==> config.mk <==
export PLATFORM = sky130hd
export DESIGN_NAME = pe_mean_acc
export DESIGN_NICKNAME = d
export VERILOG_FILES = /design/src/rtl/pe_mean_pkg.sv /design/src/rtl/pe_sat_shift.sv /design/src/rtl/pe_mean_acc.sv
export SDC_FILE = /design/constraint.sdc
export NUM_CORES = 1
export LEC_CHECK = 0
export ABC_CLOCK_PERIOD_IN_PS = 20500
export CAP_MARGIN = 20
export CELL_PAD_IN_SITES_DETAIL_PLACEMENT = 2
export CELL_PAD_IN_SITES_GLOBAL_PLACEMENT = 2
export CORE_MARGIN = 3
export CORE_UTILIZATION = 43
export DETAILED_ROUTE_END_ITERATION = 10
export MAX_ROUTING_LAYER = met4
export PLACE_DENSITY = 0.87
export SLEW_MARGIN = 10
export SYNTH_ARGS = -nofsm -noshare
export SYNTH_HDL_FRONTEND = slang
export SYNTH_SLANG_ARGS = --single-unit
==> constraint.sdc <==
create_clock -name clk -period 20.5 [get_ports clk]
set_input_delay 5.125 -clock clk [delete_from_list [all_inputs] [get_ports clk]]
set_output_delay 5.125 -clock clk [all_outputs]
set_load 0.05 [all_outputs]
==> src/rtl/pe_mean_pkg.sv <==
// Shared types and constants for the pe_mean_acc group-mean engine.
// Holds the FSM state encoding, the sample-count width and the default datapath widths.
package pe_mean_pkg;

  localparam int CNT_W          = 8;
  localparam int DEF_DATA_W     = 16;
  localparam int DEF_ACC_W      = 24;
  localparam int DEF_FRAC_SHIFT = 14;

  // A group is forced closed when its count reaches this value.
  localparam logic [CNT_W-1:0] CNT_MAX = 8'd255;

  typedef enum logic [1:0] {
    ACC    = 2'd0,
    LOOKUP = 2'd1,
    MUL    = 2'd2,
    OUT    = 2'd3
  } state_e;

endpackage

==> src/rtl/pe_sat_shift.sv <==
// Combinational arithmetic right shift with saturation to a narrower signed width.
// Optional round-half-up before the shift when PE_MEAN_ROUND_EN is defined.
module pe_sat_shift #(
  parameter int IN_W  = 41,
  parameter int OUT_W = 16,
  parameter int SHIFT = 14
) (
  input  logic signed [IN_W-1:0]  i_data,
  output logic signed [OUT_W-1:0] o_data
);

  localparam int EXT_W = IN_W + 1;
  localparam logic signed [EXT_W-1:0] SAT_MAX =
    {{(EXT_W-OUT_W+1){1'b0}}, {(OUT_W-1){1'b1}}};
  localparam logic signed [EXT_W-1:0] SAT_MIN =
    {{(EXT_W-OUT_W+1){1'b1}}, {(OUT_W-1){1'b0}}};

  logic signed [EXT_W-1:0] w_ext;
  logic signed [EXT_W-1:0] w_rnd;
  logic signed [EXT_W-1:0] w_shr;

  // One guard bit keeps the rounding add from wrapping near full scale.
  assign w_ext = {i_data[IN_W-1], i_data};

`ifdef PE_MEAN_ROUND_EN
  localparam logic signed [EXT_W-1:0] RND_ADD =
    {{(EXT_W-SHIFT){1'b0}}, 1'b1, {(SHIFT-1){1'b0}}};
  assign w_rnd = w_ext + RND_ADD;
`else
  assign w_rnd = w_ext;
`endif

  assign w_shr = w_rnd >>> SHIFT;

  // Clamp the shifted value into the output range.
  always_comb begin
    o_data = w_shr[OUT_W-1:0];
    if (w_shr > SAT_MAX) begin
      o_data = {1'b0, {(OUT_W-1){1'b1}}};
    end else if (w_shr < SAT_MIN) begin
      o_data = {1'b1, {(OUT_W-1){1'b0}}};
    end else begin
      o_data = w_shr[OUT_W-1:0];
    end
  end

endmodule

==> src/rtl/pe_mean_acc.sv <==
// Streaming group mean: accumulates signed samples, multiplies by an external reciprocal,
// then shifts and saturates. Define PE_MEAN_ROUND_EN for round-half-up before the shift.
module pe_mean_acc
  import pe_mean_pkg::*;
#(
  parameter int DATA_W     = DEF_DATA_W,
  parameter int ACC_W      = DEF_ACC_W,
  parameter int FRAC_SHIFT = DEF_FRAC_SHIFT
) (
  input  logic                     clk,
  input  logic                     rst,
  input  logic                     in_valid,
  output logic                     in_ready,
  input  logic signed [DATA_W-1:0] in_data,
  input  logic                     in_last,
  output logic                     out_valid,
  input  logic                     out_ready,
  output logic signed [DATA_W-1:0] out_data,
  output logic [CNT_W-1:0]         out_count,
  output logic [CNT_W-1:0]         lut_index,
  output logic                     lut_enable,
  input  logic [15:0]              lut_value
);

  localparam int PROD_W = ACC_W + 17;

  state_e                    r_state;
  state_e                    w_state_nxt;
  logic signed [ACC_W-1:0]   r_sum;
  logic [CNT_W-1:0]          r_count;
  logic [15:0]               r_lut;
  logic                      r_out_valid;
  logic signed [DATA_W-1:0]  r_out_data;
  logic [CNT_W-1:0]          r_out_count;
  logic                      r_lut_enable;
  logic [CNT_W-1:0]          r_lut_index;

  logic                      w_in_ready;
  logic                      w_accept;
  logic                      w_group_end;
  logic [CNT_W-1:0]          w_count_inc;
  logic signed [ACC_W-1:0]   w_sample_ext;
  logic signed [PROD_W-1:0]  w_sum_ext;
  logic signed [PROD_W-1:0]  w_lut_ext;
  logic signed [PROD_W-1:0]  w_prod;
  logic signed [DATA_W-1:0]  w_mean;

  // Ready is gated by rst so it is low throughout reset and high the first cycle after.
  assign w_in_ready   = (r_state == ACC) && !rst;
  assign w_accept     = in_valid && w_in_ready;
  assign w_count_inc  = r_count + CNT_W'(1);
  assign w_group_end  = in_last || (w_count_inc == CNT_MAX);
  assign w_sample_ext = {{(ACC_W-DATA_W){in_data[DATA_W-1]}}, in_data};

  // Reciprocal is unsigned, so it enters the signed product zero-extended.
  assign w_sum_ext = {{(PROD_W-ACC_W){r_sum[ACC_W-1]}}, r_sum};
  assign w_lut_ext = {{(PROD_W-16){1'b0}}, r_lut};
  assign w_prod    = w_sum_ext * w_lut_ext;

  pe_sat_shift #(
    .IN_W  (PROD_W),
    .OUT_W (DATA_W),
    .SHIFT (FRAC_SHIFT)
  ) u_sat_shift (
    .i_data (w_prod),
    .o_data (w_mean)
  );

  // State register.
  always_ff @(posedge clk) begin
    if (rst) begin
      r_state <= ACC;
    end else begin
      r_state <= w_state_nxt;
    end
  end

  // Next-state decode.
  always_comb begin
    w_state_nxt = r_state;
    case (r_state)
      ACC: begin
        if (w_accept && w_group_end) begin
          w_state_nxt = LOOKUP;
        end else begin
          w_state_nxt = ACC;
        end
      end
      LOOKUP: w_state_nxt = MUL;
      MUL:    w_state_nxt = OUT;
      OUT: begin
        if (r_out_valid && out_ready) begin
          w_state_nxt = ACC;
        end else begin
          w_state_nxt = OUT;
        end
      end
      default: w_state_nxt = ACC;
    endcase
  end

  // Accumulator, reciprocal capture and registered outputs.
  always_ff @(posedge clk) begin
    if (rst) begin
      r_sum        <= '0;
      r_count      <= '0;
      r_lut        <= 16'h0000;
      r_out_valid  <= 1'b0;
      r_out_data   <= '0;
      r_out_count  <= '0;
      r_lut_enable <= 1'b0;
      r_lut_index  <= '0;
    end else begin
      case (r_state)
        ACC: begin
          if (w_accept) begin
            r_sum   <= r_sum + w_sample_ext;
            r_count <= w_count_inc;
            if (w_group_end) begin
              r_lut_enable <= 1'b1;
              r_lut_index  <= w_count_inc;
            end
          end
        end
        LOOKUP: begin
          r_lut        <= lut_value;
          r_lut_enable <= 1'b0;
          r_lut_index  <= '0;
        end
        MUL: begin
          r_out_data  <= w_mean;
          r_out_count <= r_count;
          r_out_valid <= 1'b1;
        end
        OUT: begin
          if (out_ready) begin
            r_out_valid <= 1'b0;
            r_sum       <= '0;
            r_count     <= '0;
          end
        end
        default: begin
          r_lut_enable <= 1'b0;
          r_lut_index  <= '0;
        end
      endcase
    end
  end

  assign in_ready   = w_in_ready;
  assign out_valid  = r_out_valid;
  assign out_data   = r_out_data;
  assign out_count  = r_out_count;
  assign lut_enable = r_lut_enable;
  assign lut_index  = r_lut_index;

endmodule

==> results.ini <==
[drt]
routed_wl_mm=72.67
drt_iter0_drc=827
vias=15710
dr.pass1.iters=7
viasPerCell=5.794
route.detailed.drc=0
ant_nets=0
post_drt_wl_per_cell_um=26.81

[critical_path]
crit_type=in -> out
cp.arrival_ns=6.77
crit_path_end_kind=output pin
cpMaxStageDelayCell=clkdlybuf4s50_1
crit_fanout=53
max_stage_delay_ns=0.89
worst-path-buf-inv=3
path_cells=buf_2 -> buf_4 -> nor3_1 -> clkdlybuf4s50_1
crit_family=buffers and inverters
required_ns=15.38
start_kind=primary input

[sta]
worst_slack_ns=8.607
hold_violations=0
tns_ns=0
timing.fmax_mhz=84.08
setup_viol=0
maxSlewHeadroom_pct=24.53
slew_viol_final=0
rsz0062_at_grt=no
worst_pin_slew_ns=1.131
skew_ns=0.01539
fin_crit_ns=11.89
fin_crit_sh_pct=58.02

[pwr]
switching_share_pct=48.97
p_comb_share_pct=47.8
clkPwrFrac_pct=21.3
power.net_switching_mw=0.3718
peakVddDrop_mv=0.03822
intPower_mw=0.3875
power_density_nw_per_um2=38.04
seqPwrFrac_pct=30.8
p_leak_nw=9.889
fin_total_pwr_mw=0.7593

[place]
post_dp_cell_area_um2=19620
port_buffers=71
place_hpwl_mm=58.95
dpl.cell_count=2691
dpl_worst_slack_ns=8.609
gp_congestion=0.8580

[job]
maxCapViolations=0

[logic_synthesis]
ys_ff_latch=84
syn_area_um2=18520
synth_edf_count=0
synth_ff_type=dfxtp_1
synth.yosys.seq_area_share_pct=9.080
synth.avg_cell_area_um2=8.554
synth_nets=2702
ys_async_sr_fraction_pct=0
synthDistinctLibCells=68
ys_warn_count=0
syn_inst=2165

[cells_and_area]
final_cell_mix=457 x inv_1, 376 x fa_1, 332 x nand2_1
final_area_um2=19960
final_common_cell=inv_1
drive_gt1_share_pct=2.902
stdcell_count=2711
synthToLayoutAreaGrowth_pct=7.776
fin_nets=2704

[floorplan]
std_cell_rows=75
start_util_pct=43.86
die_h_um=213.5
die_w_um=213.5
ios=72
fp.dieArea_um2=45600
core-area_um2=42230

[clock_tree]
hold_buffers=0
cts_setup_buffers=0
root_buffer=clkbuf_16
cts_num_sinks=84
clock_latency_ns=0.38
cts_tree=done
cts_resized=0
clk_pin_slew_ns=0.07
clockBufferDepth=2
htreeDepth=3
cts_buffers=9

[global_routing]
grt_pass1_vias=19450
grt_overflow=0
grt_first_pass_wirelength_mm=112.5
grt_max_degree=54
grtUsageTotal_pct=33.90
antenna_found_initial=0

[worst_hold_path]
hold_class=reg -> reg

[run_status]
outcome=complete, no violations

## layer usage
layer	global-route usage (%)	share of wire (%)	vias up
li1	-	-	6625
met1	33.35	35	8281
met2	62.57	54	516
met3	3.950	3.5	285
met4	22.97	7.1	0
met5	-	0	-
## worst register-to-register path, cell delays in order, from the launching register on
cell,delay [ns]
dfxtp_1,0.88
nand2_1,0.32
fa_1,0.80
fa_1,0.51
fa_1,0.55
fa_1,0.72
fa_1,0.47
inv_1,0.11
fa_1,0.44
ha_1,0.56
a221o_1,0.24
a311o_1,0.20
or2_1,0.19
nor4bb_1,0.56
and3_1,0.27
a31oi_1,0.09
a2111oi_1,0.50
a41oi_1,0.26
o311ai_4,0.75
a21oi_1,0.14
## worst paths after layout
check                                        startpoint                       end  slack, ns  cells after the start
worst min-delay path            lut_enable$_SDFFE_PP0P_   lut_enable$_SDFFE_PP0P_       0.48                      1
worst min register to register  lut_enable$_SDFFE_PP0P_   lut_enable$_SDFFE_PP0P_       0.48                      1
worst max-delay path                                rst                  in_ready       8.61                      4
worst max register to register   r_sum[23]$_SDFFE_PP0P_  out_data[0]$_SDFFE_PP0P_      11.78                     19
## state kept, by name (all words and copies together), names as in the netlist
name,flops
out_valid,1
r_sum,24
r_state,2
r_lut,16
r_count,8
lut_index,8
out_data,16
out_count,8
lut_enable,1
## cells in the mapped netlist (11+ instances only)
| cell type | n | area share (%) |
|---|---|---|
| a21oi_1 | 100 | 2.7 |
| nand2_1 | 332 | 6.7 |
| o21bai_1 | 14 | 0.57 |
| clkbuf_1 | 89 | 1.8 |
| xor2_1 | 18 | 0.85 |
| a21oi_2 | 11 | 0.52 |
| a22oi_1 | 14 | 0.57 |
| and2_1 | 164 | 5.5 |
| fa_1 | 376 | 41 |
| and3_1 | 17 | 0.57 |
| dfxtp_1 | 84 | 9.1 |
| xnor2_1 | 34 | 1.6 |
| a21o_1 | 23 | 0.93 |
| o21ai_1 | 11 | 0.30 |
| nand3_1 | 24 | 0.65 |
| o21ai_0 | 49 | 1.3 |
| mux2i_1 | 11 | 0.59 |
| nor2_1 | 72 | 1.5 |
| ha_1 | 124 | 8.4 |
| inv_1 | 457 | 9.3 |
## metrics by stage
stage | util [%] | hold slack (ns)
CTS | 47.08 | 0.4900
detailed placement | 46.46 | 0.4624
finish | 47.27 | 0.4797
global placement | 46.46 | 0.4465
global route | 47.26 | 0.5031
floorplan | - | 0.4578
## cell type report
type                    instances  area (um^2)
repair buffers                 90        883.3
diodes                          1        2.502
well taps                     539        674.4
multi-input cells            1525        14740
clock inverters                 6        40.04
fillers                      4661        22270
flip-flops and latches         84         1683
inverters                     457         1715
clock buffers                   9        225.2
## kinds of logic after synthesis
family          synth area share, %
fa+ha+maj                     49.02
xor+xnor                      2.459
compound gates                10.34
flops                         9.080
mux                          0.5945
buf+inv                       11.44
simple gates                  17.06
## power groups by stage
| stage | Clock (mW) | Sequential (mW) | Combinational, mW |
|---|---|---|---|
| 6_report | 0.162 | 0.234 | 0.363 |
| 5_1_grt | 0.172 | 0.235 | 0.396 |
| 4_1_cts | 0.162 | 0.233 | 0.356 |
| 3_5_place_dp | 0 | 0.237 | 0.354 |
| 3_3_place_gp | 0 | 0.232 | 0.315 |
| 2_1_floorplan | 0 | 0.207 | 0.240 |
Note: power is estimated with default switching activity, not from simulation.
